===== config.mk =====
export PLATFORM = sky130hd
export DESIGN_NAME = disp_sequencer_flat
export DESIGN_NICKNAME = d
export VERILOG_FILES = /design/src/rtl/disp_sequencer_if.sv /design/src/rtl/disp_sequencer.sv /design/src/flat_wrapper.sv
export SDC_FILE = /design/constraint.sdc
export NUM_CORES = 1
export LEC_CHECK = 0
export CORE_UTILIZATION = 50
export DETAILED_ROUTE_END_ITERATION = 7
export HOLD_SLACK_MARGIN = 0.06
export PLACE_DENSITY_LB_ADDON = 0.05
export SETUP_SLACK_MARGIN = 0.15
export SKIP_CTS_REPAIR_TIMING = 1
export SLEW_MARGIN = 15
export SYNTH_ARGS = -nofsm -noshare
export SYNTH_HDL_FRONTEND = slang
export SYNTH_SLANG_ARGS = --single-unit

===== constraint.sdc =====
create_clock -name clkSYS -period 5.9 [get_ports clkSYS]
set_input_delay 0.885 -clock clkSYS [delete_from_list [all_inputs] [get_ports clkSYS]]
set_output_delay 0.885 -clock clkSYS [all_outputs]
set_load 0.05 [all_outputs]

===== src/rtl/disp_sequencer_if.sv =====
// Handshake bundle between the display sequencer and the swap/render engines.
// The sequencer is the master: it issues swap_start/start and receives swap_done/done.
interface disp_sequencer_if #(
   parameter int N = 4
);
   logic         swap_start;
   logic         swap_done;
   logic [N-1:0] start;
   logic [N-1:0] done;

   modport master (
      output swap_start,
      output start,
      input  swap_done,
      input  done
   );

   modport slave (
      input  swap_start,
      input  start,
      output swap_done,
      output done
   );
endinterface


===== src/rtl/disp_sequencer.sv =====
// Frame sequencer: each frame begins with a buffer swap, then runs the enabled render
// stages in ascending order. Every stage has a cycle limit; an overrun is flagged in err.
module disp_sequencer #(
   parameter int N  = 4,
   parameter int TW = 16
) (
   input  logic             clkSYS,
   input  logic             n_reset,
   input  logic             run,
   input  logic [N-1:0]     enable,
   input  logic [TW-1:0]    timeout,
   input  logic             err_clr,
   disp_sequencer_if.master bus,
   output logic             busy,
   output logic [3:0]       stage,
   output logic [15:0]      frame_cnt,
   output logic             err,
   output logic [3:0]       err_stage
);

   typedef enum logic [1:0] {
      S_IDLE  = 2'd0,
      S_SWAP  = 2'd1,
      S_STAGE = 2'd2
   } state_t;

   localparam logic [N-1:0]  ONE_N  = N'(1'b1);
   localparam logic [TW-1:0] ONE_TW = TW'(1'b1);

   function automatic logic [N-1:0] lowest_bit(input logic [N-1:0] x);
      return x & (~x + ONE_N);
   endfunction

   function automatic logic [3:0] oh_index(input logic [N-1:0] oh);
      logic [3:0] idx;
      idx = 4'h0;
      for (int k = 0; k < N; k++) begin
         if (oh[k]) begin
            idx = 4'(k);
         end else begin
            idx = idx;
         end
      end
      return idx;
   endfunction

   state_t        state_r;
   logic [N-1:0]  mask_r;
   logic [N-1:0]  cur_oh_r;
   logic [N-1:0]  start_r;
   logic [TW-1:0] tmo_cnt_r;
   logic          swap_start_r;
   logic          busy_r;
   logic [3:0]    stage_r;
   logic [15:0]   frame_cnt_r;
   logic          err_r;
   logic [3:0]    err_stage_r;

   logic          done_cur_s;
   logic          tmo_evt_s;
   logic          advance_s;
   logic [N-1:0]  first_oh_s;
   logic [N-1:0]  next_oh_s;
   logic [N-1:0]  launch_oh_s;
   logic          launch_s;
   logic          frame_end_s;

   // Stage completion/timeout decode and the choice of the next stage or frame end.
   always_comb begin
      done_cur_s  = |(bus.done & cur_oh_r);
      first_oh_s  = lowest_bit(enable);
      next_oh_s   = lowest_bit(mask_r & ~(cur_oh_r | (cur_oh_r - ONE_N)));
      tmo_evt_s   = 1'b0;
      launch_oh_s = {N{1'b0}};
      launch_s    = 1'b0;
      frame_end_s = 1'b0;
      if ((state_r == S_STAGE) && (timeout != {TW{1'b0}}) &&
          (tmo_cnt_r == timeout) && !done_cur_s) begin
         tmo_evt_s = 1'b1;
      end else begin
         tmo_evt_s = 1'b0;
      end
      advance_s = (state_r == S_STAGE) && (done_cur_s || tmo_evt_s);
      if ((state_r == S_SWAP) && bus.swap_done) begin
         launch_oh_s = first_oh_s;
         launch_s    = |first_oh_s;
         frame_end_s = ~|first_oh_s;
      end else if (advance_s) begin
         launch_oh_s = next_oh_s;
         launch_s    = |next_oh_s;
         frame_end_s = ~|next_oh_s;
      end else begin
         launch_oh_s = {N{1'b0}};
         launch_s    = 1'b0;
         frame_end_s = 1'b0;
      end
   end

   // Sequencer state, timeout counter and all registered outputs.
   always_ff @(posedge clkSYS or negedge n_reset) begin
      if (!n_reset) begin
         state_r      <= S_IDLE;
         mask_r       <= {N{1'b0}};
         cur_oh_r     <= {N{1'b0}};
         start_r      <= {N{1'b0}};
         tmo_cnt_r    <= {TW{1'b0}};
         swap_start_r <= 1'b0;
         busy_r       <= 1'b0;
         stage_r      <= 4'hF;
         frame_cnt_r  <= 16'h0000;
         err_r        <= 1'b0;
         err_stage_r  <= 4'h0;
      end else begin
         swap_start_r <= 1'b0;
         start_r      <= {N{1'b0}};

         // A timeout beats a simultaneous clear so the event is never lost.
         if (tmo_evt_s) begin
            err_r       <= 1'b1;
            err_stage_r <= oh_index(cur_oh_r);
         end else if (err_clr) begin
            err_r       <= 1'b0;
            err_stage_r <= 4'h0;
         end else begin
            err_r       <= err_r;
            err_stage_r <= err_stage_r;
         end

         case (state_r)
            S_IDLE: begin
               if (run) begin
                  state_r      <= S_SWAP;
                  swap_start_r <= 1'b1;
                  busy_r       <= 1'b1;
               end
            end
            S_SWAP: begin
               if (bus.swap_done) begin
                  mask_r <= enable;
               end
            end
            S_STAGE: begin
               tmo_cnt_r <= tmo_cnt_r + ONE_TW;
            end
            default: begin
               state_r <= S_IDLE;
               busy_r  <= 1'b0;
               stage_r <= 4'hF;
            end
         endcase

         if (launch_s) begin
            state_r   <= S_STAGE;
            cur_oh_r  <= launch_oh_s;
            start_r   <= launch_oh_s;
            stage_r   <= oh_index(launch_oh_s);
            tmo_cnt_r <= {TW{1'b0}};
         end else if (frame_end_s) begin
            frame_cnt_r <= frame_cnt_r + 16'd1;
            cur_oh_r    <= {N{1'b0}};
            stage_r     <= 4'hF;
            if (run) begin
               state_r      <= S_SWAP;
               swap_start_r <= 1'b1;
            end else begin
               state_r <= S_IDLE;
               busy_r  <= 1'b0;
            end
         end
      end
   end

   assign bus.swap_start = swap_start_r;
   assign bus.start      = start_r;
   assign busy           = busy_r;
   assign stage          = stage_r;
   assign frame_cnt      = frame_cnt_r;
   assign err            = err_r;
   assign err_stage      = err_stage_r;

endmodule


===== src/flat_wrapper.sv =====
// flat-port wrapper written by rule: the top's interface ports become plain ports
module disp_sequencer_flat 
#(
   parameter int N  = 4,
   parameter int TW = 16
)
  (clkSYS, n_reset, run, enable, timeout, err_clr, busy, stage, frame_cnt, err, err_stage, bus_swap_start, bus_start, bus_swap_done, bus_done);
  disp_sequencer_if #(.N(N)) bus_i ();
  input  logic clkSYS;
  input  logic n_reset;
  input  logic run;
  input  logic [N-1:0] enable;
  input  logic [TW-1:0] timeout;
  input  logic err_clr;
  output logic busy;
  output logic [3:0] stage;
  output logic [15:0] frame_cnt;
  output logic err;
  output logic [3:0] err_stage;
  output wire logic [$bits(bus_i.swap_start)-1:0] bus_swap_start;
  output wire logic [$bits(bus_i.start)-1:0] bus_start;
  input wire logic [$bits(bus_i.swap_done)-1:0] bus_swap_done;
  input wire logic [$bits(bus_i.done)-1:0] bus_done;
  assign bus_swap_start = bus_i.swap_start;
  assign bus_start = bus_i.start;
  assign bus_i.swap_done = bus_swap_done;
  assign bus_i.done = bus_done;
  disp_sequencer #(.N(N), .TW(TW)) u_core (.clkSYS(clkSYS), .n_reset(n_reset), .run(run), .enable(enable), .timeout(timeout), .err_clr(err_clr), .bus(bus_i), .busy(busy), .stage(stage), .frame_cnt(frame_cnt), .err(err), .err_stage(err_stage));
endmodule

==> flow_summary.toml <==
[yosys]
postSynth.asyncResetShare_pct = 100.0
ys_seq_area_share_pct = 46.95
yosysUniqueCellTypes = 47
synth_ff_type = "dfrtp_1"
synth-seq-cells = 53
yosys_warnings = 0
synth_top_area_share_pct = 44.17
synth_area_um2 = 2833
synth_cells = 276
yosys.area.top_type = "dfrtp_1"
synth_edf_count = 0
syn_avg_cell_area_um2 = 10.26
synth_top_cells_by_area = "dfrtp_1 44%, xor2_1 9.6%, xnor2_1 4.3%"

[floorplanning]
fp-row-count = 27
dieHeight_um = 77.27
die_area_um2 = 5971
initial_core_util_pct = 51.76
ioPinCount = 60
fp.coreArea_um2 = 5473
dieWidth_um = 77.27

[power]
leakagePower_uw = 0.001552
p_per_area_nw_per_um2 = 385.1
p_clk_share_pct = 15.5
swShare_pct = 41.84
vdd_ir_drop_max_uv = 265.6
seqPwrFrac_pct = 42.4
comb_power_share_pct = 42.2
switchingPower_uw = 566.5
p_int_uw = 787.4

[placement]
portBuffers = 57
placed_cells = 396
routabilityCongestion = 0.8206
post-dp-hpwl_um = 4221

[finish]
final_common_cell = "clkdlybuf4s50_1"
fill_cells = 491
fin_nets = 366
fin_cells = 404
post-route-util_pct = 64.24
n_antenna_cell = 0
layout-drive-gt1-share_pct = 8.735
final_cell_mix = "56 x clkdlybuf4s50_1, 50 x dfrtp_1, 31 x xor2_1, 30 x nand2_1, 29 x nor2_1"
area_growth_pct = 24.12
seqCellArea_um2 = 1330
multi_input_area_um2 = 1410

[setup_path]
cp-end-kind = "register"
critPathBufInv = 1
crit_type = "in2reg"
cp_top_family = "simple AND/OR/NAND/NOR gates"
crit_arrival_ps = 3640
r2r_cells = 7
crit_fanout = 22
r2r_slack_ps = 2900
cp-start-kind = "input pin"
max_stage_delay_ps = 810
cp.depth = 8
cp-startpoint = "timeout[3]"
regToRegStartpoint = "u_core.state_r[0]$_DFFE_PN0P_"
cp_cell_sequence = "clkdlybuf4s50_1, xor2_1, nor4_1, nand3_1, o21ai_1, nor3b_4, o211ai_1, o32a_1"
required_ps = 6120
r2r-end = "u_core.stage[0]$_DFFE_PN1P_"
critPathSlowestCell = "nor3b_4"
cp-endpoint = "u_core.stage[0]$_DFFE_PN1P_"

[grt]
track_usage_pct = 20.42
grt_pass1_vias = 2078
grt_overflow = 0
antenna_found_initial = 0
grt_pass1_wl_um = 9570
grt_max_degree = 54

[sta]
finalHoldViolations = 0
worstMarginPinSlew_ps = 916.9
post-route-period-util_pct = 57.89
rsz0062_at_grt = "no"
finalSetupViolCount = 0
slew_violations = 0
fin_crit_ps = 3416
max_clock_freq_mhz = 292.8
fin_tns_setup_ps = 0
slew-limit-headroom_pct = 38.80
clock_skew_ps = 9.743

[routing]
dr.pass1.iters = 4
vias = 2151
drc_errors = 0
vias_per_cell = 5.324
drt-total-wl_um = 5704
drt_iter0_markers = 74
antenna_left = 0
wl_per_cell_um = 14.12

[cts]
clockRootBuffer = "clkbuf_8"
h-tree-depth = 2
max-clock-path-buffers = 2
cts_buffers = 5
cts_num_sinks = 53
cts_tree = "built"
path_clk_slew_ps = 90
clk_latency_ps = 300

[worst_hold_path]
hold_path_class = "reg2reg"
min_from = "u_core.frame_cnt[15]$_DFFE_PN0P_"

[job]
maxCapViolCount = 0

[run_status]
status = "finished, final reports clean"
final cells by class:
cell class	count	area share (%)
tap	72	2.562
multi-input combinational	208	40.11
clock inverter	1	0.2135
clock buffer	7	2.456
inverter	5	0.5338
sequential	53	37.83
timing repair buffer	58	16.30
worst register-to-register path, delay by kind of cell, from the launching register on:
kind	cells	cell delay, ps
buffers and inverters	1	100
DFF	1	420
adders and majority gates	1	490
and+or+nand+nor	2	1080
AOI/OAI and AO/OA	3	840
synthesized netlist by cell type (all sizes together), types with 4 or more instances:
master,number
dfrtp,50
nand2,31
xor2,31
nor2,29
xnor2,14
nand4,13
nand3,12
nor3,10
a21oi,8
buf,8
nor4,8
and3,7
ha,6
inv,5
a31o,4
nor2b,4
o21ai,4
metrics by stage:
step                worst slack [ps]  instance area, um2  total power [uW]  hold slack (ps)
CTS                             2482                3516              1365            473.6
floorplan                       3496                2836             993.2            437.6
global route                    2254                3516              1445            496.6
detailed placement              2219                3422              1150            455.0
finish                          2484                3516              1354            465.1
global placement                2363                3422              1139            452.7
layer usage:
metal  global-route usage (%)  share of wire [%]  routed length, um  vias up
met5                        0                  0                  0        -
met1                    26.42                 47               2706     1042
met4                    4.717               0.96                 55        0
li1                         -                  -                  -     1059
met3                    4.167                2.8                157        6
met2                    34.96                 49               2784       44
flip-flops by register name, summed over array words and instances, names as in the netlist:
signal                 flops
u_core.bus.start           4
u_core.busy                1
u_core.bus.swap_start      1
u_core.cur_oh_r            4
u_core.frame_cnt          16
u_core.tmo_cnt_r          16
u_core.state_r             2
u_core.stage               3
u_core.err                 1
u_core.err_stage           2
u_core.mask_r              3
power by group through the flow:
stage               Sequential, uW  Combinational, uW  Clock (uW)
CTS                            573                576         216
global placement               578                561           0
finish                         574                571         210
floorplan                      652                342           0
detailed placement             579                571           0
global route                   590                626         229
cell families (layout without fill, tap and decap cells):
logic type               Yosys count  count (layout)  synth area share, %
AO/OA/AOI/OAI                     30              30                9.143
buffers and inverters             16              71                3.401
adder cells (fa/ha/maj)            6               6                2.650
flip-flops                        53              53                46.95
AND/OR/NAND/NOR                  122             122                22.75
XOR/XNOR                          45              45                13.91
multiplexers                       3               3                1.060
other                              1               2               0.1324
worst min path at each step:
stage	to	slack [ps]	depth (start not counted)
after global routing	u_core.frame_cnt[15]$_DFFE_PN0P_	500	1
final	u_core.frame_cnt[15]$_DFFE_PN0P_	470	1
after floorplan	u_core.mask_r[3]$_DFFE_PN0P_	440	2
after CTS	u_core.frame_cnt[15]$_DFFE_PN0P_	470	1
after global placement	u_core.mask_r[2]$_DFFE_PN0P_	450	2
after detailed placement	u_core.mask_r[2]$_DFFE_PN0P_	460	2
Note: power is estimated with default switching activity, not from simulation.
==> RTL edit, RTL diff (same settings) <==
`N` is set to 4 in 3 places; all go to 3.
--- a/src/rtl/disp_sequencer_if.sv
+++ b/src/rtl/disp_sequencer_if.sv
@@ -1,7 +1,7 @@
 // Handshake bundle between the display sequencer and the swap/render engines.
 // The sequencer is the master: it issues swap_start/start and receives swap_done/done.
 interface disp_sequencer_if #(
-   parameter int N = 4
+   parameter int N = 3
 );
    logic         swap_start;
    logic         swap_done;
--- a/src/rtl/disp_sequencer.sv
+++ b/src/rtl/disp_sequencer.sv
@@ -1,7 +1,7 @@
 // Frame sequencer: each frame begins with a buffer swap, then runs the enabled render
 // stages in ascending order. Every stage has a cycle limit; an overrun is flagged in err.
 module disp_sequencer #(
-   parameter int N  = 4,
+   parameter int N  = 3,
    parameter int TW = 16
 ) (
    input  logic             clkSYS,
--- a/src/flat_wrapper.sv
+++ b/src/flat_wrapper.sv
@@ -1,7 +1,7 @@
 // flat-port wrapper written by rule: the top's interface ports become plain ports
 module disp_sequencer_flat 
 #(
-   parameter int N  = 4,
+   parameter int N  = 3,
    parameter int TW = 16
 )
   (clkSYS, n_reset, run, enable, timeout, err_clr, busy, stage, frame_cnt, err, err_stage, bus_swap_start, bus_start, bus_swap_done, bus_done);
Interface: changed (resized bus_done, bus_start and enable); port bits go from 60 to 57. No check against the original RTL was run, so the function may have changed too.
==> RTL edit against the unedited design <==
Cell area fell by 3.7%. Sequential cell count fell by 3. First-iteration DRC count rose by 16%. Routed wire length rose by 0.37%. Via count fell by 0.56%. Synthesized area fell by 4.0%. Setup slack got worse by 150 ps. Sequential power fell by 13%. Synthesized cell count fell by 2.9%. Clock skew rose by 4.9 ps. Register-to-register slack improved by 30 ps. Power fell by 9.9%. Critical path depth fell by 1. Final cell count fell by 2.7%. Critical path type unchanged.
==> RTL edit: results <==
group,metric,value,unit
synth,synthTopCellsByCount,"47 x dfrtp_1, 33 x xor2_1, 20 x nand2_1, 20 x nor2_1",
power,clkPwrFrac,0.170,
layout,fin_nets,355,
placement,place_congestion,0.847,
synth,synth_compound_area_frac,0.0782,
placement,io_buffers,54,
drt,met2_length,2.65,mm
outcome,status,"complete, no violations",
synth,ys_types,49,
power,switching_share,0.422,
worst_setup_path,crit_slowest_cell,"o41ai_2",
power,power_density,360,nW/um^2
synth,synth-adder-area-share,0.0276,
synth,synth.area.mux_share,0.0161,
synth,synth_xor_area_frac,0.142,
drt,wl,5.73,mm
global_route,grt_pass1_vias,1903,
placement,dpl_cell_area,3290,um^2
timing,slew_headroom,0.421,
global_route,grt_util_all_layers,0.217,
global_route,grtUsageMet1,0.314,
power,leakage,1.48,nW
placement,numPlacedInstances,385,
global_route,grt_pass1_wl,9.22,mm
worst_setup_path,reg2reg_depth,6,
drt,vias_per_cell,5.44,
drt,met3_length,188,um
placement,place_ws,2010,ps
worst_setup_path,r2r_end,"u_core.tmo_cnt_r[12]",
timing,clock_skew,14.6,ps
drt,vias,2139,
global_route,grt_start_max_net_pins,51,
drt,wl_met1,2.83,mm
worst_setup_path,critPathLaunch,"timeout[11]",
drt,drt-initial-drc-count,86,
synth,synth_area_leaders,"dfrtp_1 43%, xor2_1 11%, xnor2_1 3.5%",
## RTL edit: cell count changes after synthesis, moves of 6 or more
cell,change
nor2_1,-9
nand4_1,-6
o21ai_0,+7
nand2_1,-10
## RTL edit: cell type report
cell class              instances  area (um^2)
fillers                       420         1790
multi-input cells             202         1380
flip-flops and latches         50         1250
repair buffers                 55          546
well taps                      70         87.6
clock buffers                   5         68.8
inverters                       8         30.0
clock inverters                 3         23.8
## RTL edit: worst register-to-register path: stages, from the launching register on
cell and delay [ps]:
dfrtp_1 430, xor2_1 170, or4_1 530, or4_4 560, o41ai_2 780, buf_4 320
nor2_1 70
## RTL edit: cells by family (layout without fill, tap and decap cells)
kind of cell    count (synthesis)  after routing
xor+xnor                       44             44
fa+ha+maj                       6              6
buf+inv                        17             71
other cells                     1              2
mux                             4              4
compound gates                 32             32
simple gates                  114            114
flops                          50             50
